--- config.mk ---
export PLATFORM = sky130hd
export DESIGN_NAME = adbg_or1k_mc_status_reg_flat
export DESIGN_NICKNAME = d
export VERILOG_FILES = /design/src/rtl/adbg_or1k_mc_pkg.sv /design/src/rtl/adbg_or1k_mc_status_reg_if.sv /design/src/rtl/adbg_or1k_rst_pulse.sv /design/src/rtl/adbg_or1k_mc_status_reg.sv /design/src/flat_wrapper.sv
export SDC_FILE = /design/constraint.sdc
export NUM_CORES = 1
export LEC_CHECK = 0
export ABC_AREA = 1
export CAP_MARGIN = 30
export CORE_ASPECT_RATIO = 1.5
export CORE_MARGIN = 4
export CORE_UTILIZATION = 48
export DETAILED_ROUTE_END_ITERATION = 10
export PLACE_DENSITY = 0.87
export SLEW_MARGIN = 20
export SYNTH_ARGS = -nofsm -noshare
export SYNTH_HDL_FRONTEND = slang
export SYNTH_HIERARCHICAL = 1
export SYNTH_SLANG_ARGS = --single-unit
--- constraint.sdc ---
create_clock -name clk_i -period 1 [get_ports clk_i]
set_input_delay 0.2 -clock clk_i [delete_from_list [all_inputs] [get_ports clk_i]]
set_output_delay 0.2 -clock clk_i [all_outputs]
set_load 0.02 [all_outputs]
--- src/rtl/adbg_or1k_mc_pkg.sv ---
// Shared encodings for the multi-core OR1K debug status/control register:
// write-target selector, mode bit positions and the per-core reset FSM states.
package adbg_or1k_mc_pkg;

    typedef enum logic [1:0] {
        MCSR_STALL = 2'd0,
        MCSR_RESET = 2'd1,
        MCSR_BPCLR = 2'd2,
        MCSR_MODE  = 2'd3
    } mcsr_sel_e;

    localparam int MODE_W               = 2;
    localparam int MODE_GROUP_HALT      = 0;
    localparam int MODE_STALL_AFTER_RST = 1;

    typedef enum logic {
        RST_IDLE   = 1'b0,
        RST_ACTIVE = 1'b1
    } rst_state_e;

endpackage

--- src/rtl/adbg_or1k_mc_status_reg_if.sv ---
// Register write port driven by the debug-module decode into the status block.
interface adbg_or1k_mc_status_reg_if #(
    parameter int NB_CORES = 4
);

    logic                we;
    logic [1:0]          wsel;
    logic [NB_CORES-1:0] data;

    modport master (
        output we,
        output wsel,
        output data
    );

    modport slave (
        input we,
        input wsel,
        input data
    );

endinterface

--- src/rtl/adbg_or1k_rst_pulse.sv ---
// One core's timed reset pulse: a reloadable down-counter with an IDLE/ACTIVE
// FSM; rst_o is the registered busy flag, so busy_o leads it by one clock.
module adbg_or1k_rst_pulse
    import adbg_or1k_mc_pkg::*;
#(
    parameter int RST_CYCLES = 16
) (
    input  logic clk_i,
    input  logic rstn_i,
    input  logic start_i,
    output logic rst_o,
    output logic busy_o,
    output logic done_o
);

    localparam int             CNT_W    = $clog2(RST_CYCLES + 1);
    localparam logic [CNT_W-1:0] CNT_LOAD = CNT_W'(RST_CYCLES);
    localparam logic [CNT_W-1:0] CNT_ONE  = CNT_W'(1);

    rst_state_e       state_q;
    rst_state_e       state_d;
    logic [CNT_W-1:0] cnt_q;
    logic [CNT_W-1:0] cnt_d;
    logic             rst_q;
    logic             rst_d;

    // State, counter and reset output registers.
    always_ff @(posedge clk_i or negedge rstn_i) begin
        if (!rstn_i) begin
            state_q <= RST_IDLE;
            cnt_q   <= '0;
            rst_q   <= 1'b0;
        end else begin
            state_q <= state_d;
            cnt_q   <= cnt_d;
            rst_q   <= rst_d;
        end
    end

    // Next-state logic: a start always reloads, so pulses only ever extend.
    always_comb begin
        state_d = state_q;
        cnt_d   = cnt_q;
        case (state_q)
            RST_IDLE: begin
                if (start_i) begin
                    state_d = RST_ACTIVE;
                    cnt_d   = CNT_LOAD;
                end else begin
                    state_d = RST_IDLE;
                    cnt_d   = '0;
                end
            end
            RST_ACTIVE: begin
                if (start_i) begin
                    state_d = RST_ACTIVE;
                    cnt_d   = CNT_LOAD;
                end else if (cnt_q == CNT_ONE) begin
                    state_d = RST_IDLE;
                    cnt_d   = '0;
                end else begin
                    state_d = RST_ACTIVE;
                    cnt_d   = cnt_q - CNT_ONE;
                end
            end
            default: begin
                state_d = RST_IDLE;
                cnt_d   = '0;
            end
        endcase
        // A restart in the last high cycle holds rst_o so the pulse has no gap.
        rst_d = (cnt_q != '0) | (start_i & rst_q);
    end

    assign busy_o = (cnt_q != '0);
    assign rst_o  = rst_q;
    assign done_o = rst_q & ~busy_o & ~start_i;

endmodule

--- src/rtl/adbg_or1k_mc_status_reg.sv ---
// Multi-core OR1K debug status/control register: per-core stall, sticky
// breakpoint flags, group-halt, timed reset pulses and stall-after-reset.
module adbg_or1k_mc_status_reg
    import adbg_or1k_mc_pkg::*;
#(
    parameter int NB_CORES   = 4,
    parameter int RST_CYCLES = 16
) (
    input  logic                      clk_i,
    input  logic                      rstn_i,
    adbg_or1k_mc_status_reg_if.slave  wr_if,
    input  logic [NB_CORES-1:0]       bp_i,
    output logic [NB_CORES-1:0]       cpu_stall_o,
    output logic [NB_CORES-1:0]       cpu_rst_o,
    output logic [NB_CORES-1:0]       stall_reg_o,
    output logic [NB_CORES-1:0]       bp_hit_o,
    output logic [NB_CORES-1:0]       rst_busy_o,
    output logic [MODE_W-1:0]         mode_o
);

    logic [NB_CORES-1:0] stall_q;
    logic [NB_CORES-1:0] stall_d;
    logic [NB_CORES-1:0] bp_hit_q;
    logic [NB_CORES-1:0] bp_hit_d;
    logic [MODE_W-1:0]   mode_q;
    logic [MODE_W-1:0]   mode_d;

    logic [NB_CORES-1:0] start_s;
    logic [NB_CORES-1:0] rst_s;
    logic [NB_CORES-1:0] busy_s;
    logic [NB_CORES-1:0] done_s;
    logic [NB_CORES-1:0] bp_eff_s;
    logic [NB_CORES-1:0] bp_set_s;
    logic [NB_CORES-1:0] after_rst_s;
    logic [MODE_W-1:0]   mode_wdata_s;

    // A single-core build has only one data bit to carry the mode.
    if (NB_CORES >= 2) begin : g_mode_wide
        assign mode_wdata_s = wr_if.data[MODE_W-1:0];
    end else begin : g_mode_narrow
        assign mode_wdata_s = {1'b0, wr_if.data[0]};
    end

    for (genvar k = 0; k < NB_CORES; k++) begin : g_core
        adbg_or1k_rst_pulse #(
            .RST_CYCLES (RST_CYCLES)
        ) u_rst_pulse (
            .clk_i   (clk_i),
            .rstn_i  (rstn_i),
            .start_i (start_s[k]),
            .rst_o   (rst_s[k]),
            .busy_o  (busy_s[k]),
            .done_o  (done_s[k])
        );
    end

    // A core held in reset cannot raise a breakpoint; group-halt fans any hit out.
    assign bp_eff_s    = bp_i & ~rst_s;
    assign bp_set_s    = bp_eff_s | {NB_CORES{mode_q[MODE_GROUP_HALT] & (|bp_eff_s)}};
    assign after_rst_s = done_s & {NB_CORES{mode_q[MODE_STALL_AFTER_RST]}};

    // Write decode, then hardware sets applied last so they win over writes.
    always_comb begin
        stall_d  = stall_q;
        bp_hit_d = bp_hit_q;
        mode_d   = mode_q;
        start_s  = '0;
        if (wr_if.we) begin
            case (mcsr_sel_e'(wr_if.wsel))
                MCSR_STALL: stall_d = wr_if.data;
                MCSR_RESET: begin
                    start_s  = wr_if.data;
                    bp_hit_d = bp_hit_q & ~wr_if.data;
                end
                MCSR_BPCLR: bp_hit_d = bp_hit_q & ~wr_if.data;
                MCSR_MODE:  mode_d   = mode_wdata_s;
                default:    start_s  = '0;
            endcase
        end else begin
            start_s = '0;
        end
        stall_d  = stall_d | bp_set_s | after_rst_s;
        bp_hit_d = bp_hit_d | bp_eff_s;
    end

    // Status registers.
    always_ff @(posedge clk_i or negedge rstn_i) begin
        if (!rstn_i) begin
            stall_q  <= '0;
            bp_hit_q <= '0;
            mode_q   <= 2'b00;
        end else begin
            stall_q  <= stall_d;
            bp_hit_q <= bp_hit_d;
            mode_q   <= mode_d;
        end
    end

    assign cpu_stall_o = bp_set_s | stall_q;
    assign cpu_rst_o   = rst_s;
    assign stall_reg_o = stall_q;
    assign bp_hit_o    = bp_hit_q;
    assign rst_busy_o  = busy_s;
    assign mode_o      = mode_q;

endmodule
--- src/flat_wrapper.sv ---
// flat-port wrapper written by rule: the top's interface ports become plain ports
module adbg_or1k_mc_status_reg_flat import adbg_or1k_mc_pkg::*;
#(
    parameter int NB_CORES   = 4,
    parameter int RST_CYCLES = 16
)
  (clk_i, rstn_i, bp_i, cpu_stall_o, cpu_rst_o, stall_reg_o, bp_hit_o, rst_busy_o, mode_o, wr_if_we, wr_if_wsel, wr_if_data);
  adbg_or1k_mc_status_reg_if #(.NB_CORES(NB_CORES)) wr_if_i ();
  input  logic clk_i;
  input  logic rstn_i;
  input  logic [NB_CORES-1:0] bp_i;
  output logic [NB_CORES-1:0] cpu_stall_o;
  output logic [NB_CORES-1:0] cpu_rst_o;
  output logic [NB_CORES-1:0] stall_reg_o;
  output logic [NB_CORES-1:0] bp_hit_o;
  output logic [NB_CORES-1:0] rst_busy_o;
  output logic [MODE_W-1:0] mode_o;
  input wire logic [$bits(wr_if_i.we)-1:0] wr_if_we;
  input wire logic [$bits(wr_if_i.wsel)-1:0] wr_if_wsel;
  input wire logic [$bits(wr_if_i.data)-1:0] wr_if_data;
  assign wr_if_i.we = wr_if_we;
  assign wr_if_i.wsel = wr_if_wsel;
  assign wr_if_i.data = wr_if_data;
  adbg_or1k_mc_status_reg #(.NB_CORES(NB_CORES), .RST_CYCLES(RST_CYCLES)) u_core (.clk_i(clk_i), .rstn_i(rstn_i), .wr_if(wr_if_i), .bp_i(bp_i), .cpu_stall_o(cpu_stall_o), .cpu_rst_o(cpu_rst_o), .stall_reg_o(stall_reg_o), .bp_hit_o(bp_hit_o), .rst_busy_o(rst_busy_o), .mode_o(mode_o));
endmodule
==> results of run 1 <==
[what timing repair did]
action,4_1_cts,5_1_grt
pin swaps,43,47
endpoints found under the hold margin,38,0
endpoints found under the setup margin,58,58
resized for setup,209,75
hold buffers,1,0
setup buffers,27,24
[metal layers]
layer | GRT usage [%] | vias to the layer above
met5 | 0 | -
met3 | 6.54 | 80
met2 | 52.5 | 182
li1 | - | 1016
met4 | 17.6 | 0
met1 | 28.5 | 1189
[registers in the layout (all words and copies together), names as in the netlist]
| name | cells |
|---|---|
| u_core/bp_hit_o | 4 |
| u_core/g_core.u_rst_pulse/cnt_q | 20 |
| u_core/g_core.u_rst_pulse/rst_o | 4 |
| u_core/g_core.u_rst_pulse/state_q | 4 |
| u_core/mode_o | 2 |
| u_core/stall_reg_o | 4 |
[worst paths after layout]
check,from,end,depth (start not counted)
worst max-delay path,u_core/g_core[1].u_rst_pulse/rst_o,cpu_stall_o[2],7
worst min-delay path,rstn_i,u_core/g_core[2].u_rst_pulse/cnt_q[3],3
worst max register to register,u_core/g_core[3].u_rst_pulse/cnt_q[0],u_core/stall_reg_o[3],9
worst min register to register,u_core/g_core[0].u_rst_pulse/state_q,u_core/g_core[0].u_rst_pulse/state_q,2
max in group asynchronous,rstn_i,u_core/g_core[0].u_rst_pulse/rst_o,3
min in group clk_i,wr_if_data[2],u_core/stall_reg_o[2],5
[logic make-up after synthesis]
kind of cell	Yosys count	synth area share, %
buffers and inverters	51	9.07
xor gates and xnor gates	8	3.32
AOI/OAI and AO/OA	22	6.94
and+or+nand+nor	114	26.7
DFF	38	45.1
adders and majority gates	15	8.90
[power by group through the flow]
stage | Sequential [W] | Combinational [W] | Clock [W]
2_1_floorplan | 0.00284 | 0.00312 | 0
3_3_place_gp | 0.00252 | 0.00583 | 0
3_5_place_dp | 0.00256 | 0.00609 | 0
4_1_cts | 0.00257 | 0.00764 | 0.00127
5_1_grt | 0.00277 | 0.00994 | 0.00136
6_report | 0.00272 | 0.00955 | 0.00128
[area by class of cell]
type,count,area [sq um]
multi-input cells,159,1520
flip-flops and latches,38,956
repair buffers,125,1200
fillers,103,210
well taps,46,57.6
inverters,51,191
clock buffers,8,110
[cells in the final DEF, fill, tap and decap left out, drive strengths merged]
cell	count
buf	114
nor2	56
inv	51
dfrtp	38
nand2	38
nand3	16
ha	15
o21ai	10
clkbuf	9
a21oi	8
clkdlybuf4s50	5
nor3	4
xor2	4
o21bai	4
xnor2	4
dlymetal6s2s	3
dlygate4sd3	1
dlygate4sd2	1
[worst max-delay path: stages (launching register included)]
cell and delay, ns:
dfrtp_2 0.41, inv_2 0.07, nand2_4 0.09, nand2_4 0.07, o21ai_4 0.18, buf_6 0.15, nand3_2 0.07, buf_6 0.14
[per-stage QoR]
stage               TNS (ns)  setup WS, ns  area (sq um)  utilization (%)  hold slack (ns)
detailed placement    -29.42        -0.972          3140             73.9            0.184
global route          -13.81        -0.734          4040             95.0            0.410
CTS                    -7.91        -0.557          3710             87.4            0.401
global placement      -27.20        -0.967          3140             73.9            0.180
finish                -12.15        -0.680          4040             95.0            0.383
floorplan              -1.64        -0.241          2300                -          -0.0956
==> results.json, run 1 <==
{
  "die_x_um": 62.1,
  "cp.arrival_ns": 1.48,
  "min_period_ns": 1.68,
  "rsz0062_at_grt": "yes",
  "critPathKind": "reg2out",
  "die_h_um": 89.2,
  "grt_start_max_net_pins": 39,
  "met3_length_um": 883,
  "start_util_pct": 49.7,
  "synth_ff_type": "dfrtp_1",
  "grt_remaining_overflow": 0,
  "hpwl_mm": 3.86,
  "postSynthCellCount": 248,
  "grt_pass1_wl_mm": 12.0,
  "cts-buffers-inserted": 5,
  "regToRegSetupSlack_ns": -0.50,
  "syn_area_sq_mm": 0.00211,
  "grt.total_usage_pct": 28.3,
  "ys_warn_count": 6,
  "clockPowerShare_pct": 9.4,
  "via_count": 2467,
  "drcViolationCount": 0,
  "status": "complete, but fails checks",
  "cts_tree": "done",
  "finalHoldViolations": 0,
  "instances_no_fill": 427,
  "required_ns": 0.80,
  "final_nets": 408,
  "p_leak_nw": 1.98,
  "met1Wirelength_mm": 3.20,
  "power_density_mw_per_mm2": 3360,
  "clkSinkCount": 38,
  "area_growth_syn_to_layout_pct": 91.3,
  "diodes": 0,
  "async_flop_share_pct": 100,
  "critPathLaunchType": "flip-flop",
  "ys_ff_latch": 38,
  "setup_viol": 52,
  "synthTopCellsByCount": "nor2_1 (52), inv_1 (51), dfrtp_1 (38)",
  "p_seq_share_pct": 20.1,
  "drt-total-wl_mm": 10.3,
  "post-route-period-util_pct": 168,
  "path_max_fanout": 4,
  "grt_pass1_vias": 2449,
  "io_buffers": 34,
  "relSlewSlack_pct": 79.3,
  "seq_area_frac_synth_pct": 45.1,
  "routed.top_layer": "met4",
  "core_area_sq_mm": 0.00425,
  "pwr-share-comb_pct": 70.5,
  "antenna_found_initial": 0,
  "met2_wirelength_mm": 5.44,
  "drive_above_1_share_pct": 62.7,
  "ir_worst_vdd_mv": 3.67,
  "max_freq_mhz": 595,
  "place_inst": 385,
  "dieArea_sq_mm": 0.00554,
  "yosysMostFrequentCell": "nor2_1",
  "h-tree-depth": 2,
  "clkLatencyLatePin_ns": 0.30,
  "switching_power_w": 0.00605,
  "place.gp.congestion": 0.832,
  "fin_worst_skew_ns": 0.00639,
  "synth_fp_nets": 276,
  "p_sw_share_pct": 44.7,
  "internal-power_w": 0.00750,
  "postRouteAntennaNets": 0,
  "synthDistinctLibCells": 18,
  "slew_viol_final": 0,
  "rows": 29,
  "p_total_w": 0.0136,
  "wl_per_cell_um": 24.2,
  "synth_top_cell_by_area": "dfrtp_1",
  "synth.avg_cell_area_sq_um": 8.51,
  "end_kind": "output port",
  "io_pins": 35,
  "worst_pin_slew_ns": 0.307,
  "clockBufferDepth": 2,
  "setup_ws_ns": -0.680,
  "violations": "setup timing",
  "firstDrtPassIters": 4,
  "hp-class": "in2async",
  "vias_per_cell": 5.78,
  "synth_edf_count": 0,
  "drt_iter0_markers": 182,
  "clockRootBuffer": "clkbuf_8",
  "clk_pin_slew_ns": 0.08,
  "synth_top_area_share_pct": 45.1,
  "synthTopCellsByArea": "dfrtp_1 (45%), nor2_1 (9.3%), inv_1 (9.1%)",
  "drv_cap": 0
}
Note: power is estimated with default switching activity, not from simulation.
==> run 2, diff against run 1 <==
Settings changed: GPL_ROUTABILITY_DRIVEN set to 0.
==> results of run 2 <==
Final layout, timing and power as in run 1 (identical DEF).
